<file path="config.mk">
export PLATFORM = sky130hd
export DESIGN_NAME = hilo_ctrl
export DESIGN_NICKNAME = d
export VERILOG_FILES = /design/src/rtl/hilo_pkg.sv /design/src/rtl/hilo_ctrl.sv
export SDC_FILE = /design/constraint.sdc
export NUM_CORES = 1
export LEC_CHECK = 0
export BUFFER_PORTS_ARGS = -buffer_cell sky130_fd_sc_hd__buf_2
export CAP_MARGIN = 20
export CORE_MARGIN = 5
export CORE_UTILIZATION = 35
export CTS_BUF_LIST = sky130_fd_sc_hd__clkbuf_2 sky130_fd_sc_hd__clkbuf_4 sky130_fd_sc_hd__clkbuf_8
export DETAILED_ROUTE_END_ITERATION = 16
export PLACE_DENSITY = 0.71
export SLEW_MARGIN = 15
export SYNTH_ARGS = -nofsm -noshare
export SYNTH_HDL_FRONTEND = slang
export SYNTH_SLANG_ARGS = --single-unit
export TNS_END_PERCENT = 1
</file>
<file path="constraint.sdc">
create_clock -name clk -period 8 [get_ports clk]
set_input_delay 2.4 -clock clk [delete_from_list [all_inputs] [get_ports clk]]
set_output_delay 2.4 -clock clk [all_outputs]
set_load 0.01 [all_outputs]
</file>
<file path="src/rtl/hilo_pkg.sv">
// Shared encodings for the HI/LO controller: instruction opcodes and FSM states.
// Imported by hilo_ctrl and anything decoding HI/LO-class instructions.
package hilo_pkg;

    localparam int unsigned DW = 32;

    typedef enum logic [2:0] {
        OP_MULT  = 3'd0,
        OP_MULTU = 3'd1,
        OP_DIV   = 3'd2,
        OP_DIVU  = 3'd3,
        OP_MFHI  = 3'd4,
        OP_MFLO  = 3'd5,
        OP_MTHI  = 3'd6,
        OP_MTLO  = 3'd7
    } op_t;

    typedef enum logic [1:0] {
        IDLE  = 2'd0,
        START = 2'd1,
        BUSY  = 2'd2
    } state_t;

    // Opcodes 0..3 are the ones that launch multdiv.
    function automatic logic is_md_op(input logic [2:0] code);
        return ~code[2];
    endfunction

endpackage

</file>
<file path="src/rtl/hilo_ctrl.sv">
// HI/LO registers plus issue/interlock for multdiv: ops accepted in IDLE, md_start one cycle later.
// Writeback at first BUSY edge with md_run low; stall holds EX while any valid op meets a non-IDLE FSM.
module hilo_ctrl
    import hilo_pkg::*;
(
    input  logic          clk,
    input  logic          reset,
    input  logic          op_valid,
    input  logic          flush,
    input  logic [2:0]    op,
    input  logic [DW-1:0] rs_val,
    input  logic [DW-1:0] rt_val,
    output logic          stall,
    output logic [DW-1:0] result,
    output logic [DW-1:0] hi,
    output logic [DW-1:0] lo,
    output logic          div0,
    output logic          md_start,
    output logic          md_multdivb,
    output logic          md_signedop,
    output logic [DW-1:0] md_x,
    output logic [DW-1:0] md_y,
    input  logic [DW-1:0] md_prodh,
    input  logic [DW-1:0] md_prodl,
    input  logic          md_run
);

    state_t state;
    state_t state_nxt;

    logic v;
    logic idle;
    logic accept;
    logic md_accept;
    logic writeback;

    assign v         = op_valid & ~flush;
    assign idle      = (state == IDLE);
    assign accept    = v & idle;
    assign md_accept = accept & is_md_op(op);
    assign writeback = (state == BUSY) & ~md_run;
    assign stall     = v & ~idle;

    always_comb begin
        state_nxt = state;
        case (state)
            IDLE:    if (md_accept) state_nxt = START;
            START:   state_nxt = BUSY;
            BUSY:    if (!md_run) state_nxt = IDLE;
            default: state_nxt = IDLE;
        endcase
    end

    always_ff @(posedge clk or posedge reset) begin
        if (reset) begin
            state <= IDLE;
        end else begin
            state <= state_nxt;
        end
    end

    // MFxx reads the architectural registers only; no bypass from multdiv.
    always_comb begin
        result = '0;
        if (v) begin
            case (op)
                OP_MFHI: result = hi;
                OP_MFLO: result = lo;
                default: result = '0;
            endcase
        end
    end

    always_ff @(posedge clk or posedge reset) begin
        if (reset) begin
            md_start    <= 1'b0;
            md_multdivb <= 1'b0;
            md_signedop <= 1'b0;
            md_x        <= '0;
            md_y        <= '0;
            div0        <= 1'b0;
        end else begin
            md_start <= md_accept;
            if (md_accept) begin
                md_x        <= rs_val;
                md_y        <= rt_val;
                md_multdivb <= ~op[1];
                md_signedop <= ~op[0];
                div0        <= op[1] & (rt_val == '0);
            end
        end
    end

    // Writeback and MTxx cannot coincide: MTxx is only accepted in IDLE.
    always_ff @(posedge clk or posedge reset) begin
        if (reset) begin
            hi <= '0;
            lo <= '0;
        end else if (writeback) begin
            hi <= md_prodh;
            lo <= md_prodl;
        end else if (accept && op == OP_MTHI) begin
            hi <= rs_val;
        end else if (accept && op == OP_MTLO) begin
            lo <= rs_val;
        end
    end

endmodule

</file>
==> key figures <==
Routing
  • DR vias/cell: 5.24
  • Drc violations: 0
  • Post-DRT Antenna Nets: 0
  • Via count: 5,575
  • First drt pass iteration count: 5
  • DR WL/cell: 20.4 um
  • Post-Route WL: 21.7 mm
  • Number of DRC markers in iteration 0: 326

Synthesis
  • Seq/Total Area, Yosys: 52.7%
  • Synth Net Count: 676
  • Netlist cell types: 34
  • Gate Count Post-Synth: 540
  • Mapped cell area: 6360 um^2
  • Yosys top cell area share: 52.7%
  • Yosys warns: 0
  • Mean Syn Cell Area: 11.8 um^2
  • Leading post-synthesis cells by cell area: dfrtp_1 53%, mux2_2 23%, a22oi_1 3.8%, nand4_1 3.2%, nand2_1 2.8%
  • Flops & latches, synth: between 100 and 150
  • Yosys top cell by area: dfrtp_1

Cells and area
  • Fillers: 1,714
  • ANT cells: 0
  • Synthesis-to-finish area growth: 32.3%
  • Layout Nets: 959
  • Final core occ: 46.9%
  • Ratio of cells with drive above 1 in the final layout: ~58%

Timing
  • FMAX: 0.161 GHz
  • Final setup vio count: 0
  • Final slew viol count: 0
  • Clock skew: 0.0115 ns
  • Relative slew slack: 40.6%
  • Final Hold Viols: 0
  • Setup slack after layout: 1.77 ns
  • Least-Margin Pin Slew: approximately 0.89 ns
  • Final Cycle Share: 77.8%
  • Tmin final: 6.23 ns
  • RSZ-0062 raised after global routing: no
  • Setup_tns: 0 ns
  • Hold Slack: between 0.5 and 0.6 ns

GRT
  • Vias in the first global route: 5,687
  • Pin count of the biggest net entering global routing: just over 80
  • Global-route wire length before repair: between 30 and 40 mm
  • Total Routing Usage GR: just over 20%
  • Initial antenna violation count: 1
  • Total gr overflow: 0

Pwr
  • Design Power: 0.00227 W
  • IR drop worst, VDD: between 0.0001 and 0.00015 V
  • Lkg Pwr: 3.96 nW
  • Cell Pwr Density: 269 nW/um^2

Clocking
  • Clock sink total: 134
  • Clock-pin slew on the worst setup and hold paths: approximately 0.070 ns
  • Hold Buf Count CTS: 0
  • PostCTS Resize Cnt: 0
  • CTS tree: built
  • Max H-tree Level: 4
  • Clk buf depth: 2
  • Post-CTS Setup Inserts: 0
  • CTS buffer count: 17
  • Clock Latency Late Sink: approximately 0.44 ns
  • Clk root buf: clkbuf_8

Min path
  • Hold crit path type: register to register

Critical path
  • Critical path peak fanout: 36
  • Worst Setup Path Type: input port to output port
  • Crit path arrival time: roughly 3.8 ns
  • CP required: 5.60 ns
  • Setup crit end kind: output port
  • Crit path launch type: input port

Floorplan
  • Total Die Area: roughly 21,000 um^2
  • DIE WIDTH: 145 um
  • Ports: between 300 and 400
  • Vert. Die Dim: 145 um
  • Core Area: 18,000 um^2
  • Initial core utilization: 35.4%
  • Row count: 49

Place
  • Global placement routability congestion: 0.786
  • Post-place setup slack: 1.80 ns
  • Number of port buffers: 300
  • Hpwl dp: 15.6 mm

Run
  • Max-cap violations: 0

Outcome
  • Status: completed
worst max-delay path, stage by stage:
cell     delay (ns)
buf_2          0.13
buf_4          0.29
nor3b_2        0.27
buf_4          0.31
a22oi_1        0.12
nor2_1         0.11
buf_2          0.15
sequential cells by signal, summed over array words and instances (netlist names):
name	count
lo	32
md_y	32
hi	32
state	2
md_signedop	1
div0	1
md_start	1
md_multdivb	1
md_x	32
power by group:
part,internal [W],switching (W)
clock network,0.000282,0.000277
logic,0.000334,0.000344
registers,0.000879,0.000153
routing by layer:
| layer | share of wire (%) | global-route usage [%] |
|---|---|---|
| met2 | 51 | 34.7 |
| met1 | 40 | 25.4 |
| met5 | 0.092 | 0 |
| met3 | 7.9 | 6.01 |
| met4 | 1.1 | 4.96 |
stage by stage:
step,std cells,area (um^2)
after floorplan,540,6360
after detailed placement,1033,8040
final,1064,8420
after global placement,1032,8020
after global routing,1064,8420
after CTS,1064,8420
Yosys cell counts:
master / instances
dfrtp_1: 134
mux2_2: 128
nand2_1: 47
nor2_1: 44
nand4_1: 33
a22oi_1: 32
clkbuf_1: 31
o211ai_1: 23
o31ai_1: 10
a31oi_1: 9
nor4_1: 6
o21ai_0: 6
buf_6: 5
buf_1: 4
buf_2: 3
inv_1: 3
buf_4: 2
clkbuf_8: 2
nand2b_1: 2
nand3_1: 2
and2_1: 1
and3b_1: 1
clkinv_1: 1
inv_2: 1
nand4b_1: 1
nor3_1: 1
nor3_2: 1
nor3b_1: 1
nor3b_2: 1
nor4b_1: 1
nor4b_2: 1
o31ai_4: 1
or3b_2: 1
or4b_1: 1
worst paths after layout:
check	slack [ns]	depth (start not counted)	to	from
min in group asynchronous	2.05	2	md_y[17]	reset
max in group asynchronous	4.71	3	lo[23]	reset
max reg2reg	5.13	5	hi[10]	state[0]
max	1.77	7	result[0]	op[0]
min reg2reg	0.50	1	md_x[27]	md_x[27]
min	0.50	1	md_x[27]	md_x[27]
cell usage in the layout, fill, tap and decap left out, types with 9 or more instances in the layout:
cell,synthesis,final
buf_2,3,300
dfrtp_1,134,134
mux2_2,128,128
nand2_1,47,47
nor2_1,44,44
nand4_1,33,33
a22oi_1,32,32
o211ai_1,23,23
clkbuf_8,2,18
o31ai_1,10,10
buf_4,2,10
a31oi_1,9,9
logic make-up after synthesis:
group	after synthesis	share of synthesized area (%)
and+or+nand+nor	145	11.1
DFF	134	52.7
muxes	128	22.7
AOI/OAI and AO/OA	81	9.36
buffers and inverters	52	4.15
layout make-up:
cell class / instances / area, um^2 / share of cell area (%)
sequential: 134 / 3350 / 39.8
multi-input combinational: 354 / 2780 / 33.1
clock buffer: 18 / 248 / 2.94
timing repair buffer: 311 / 1590 / 18.9
tap: 229 / 287 / 3.40
inverter: 5 / 23.8 / 0.282
clock inverter: 13 / 133 / 1.58
(Power assumes the default switching activity.)
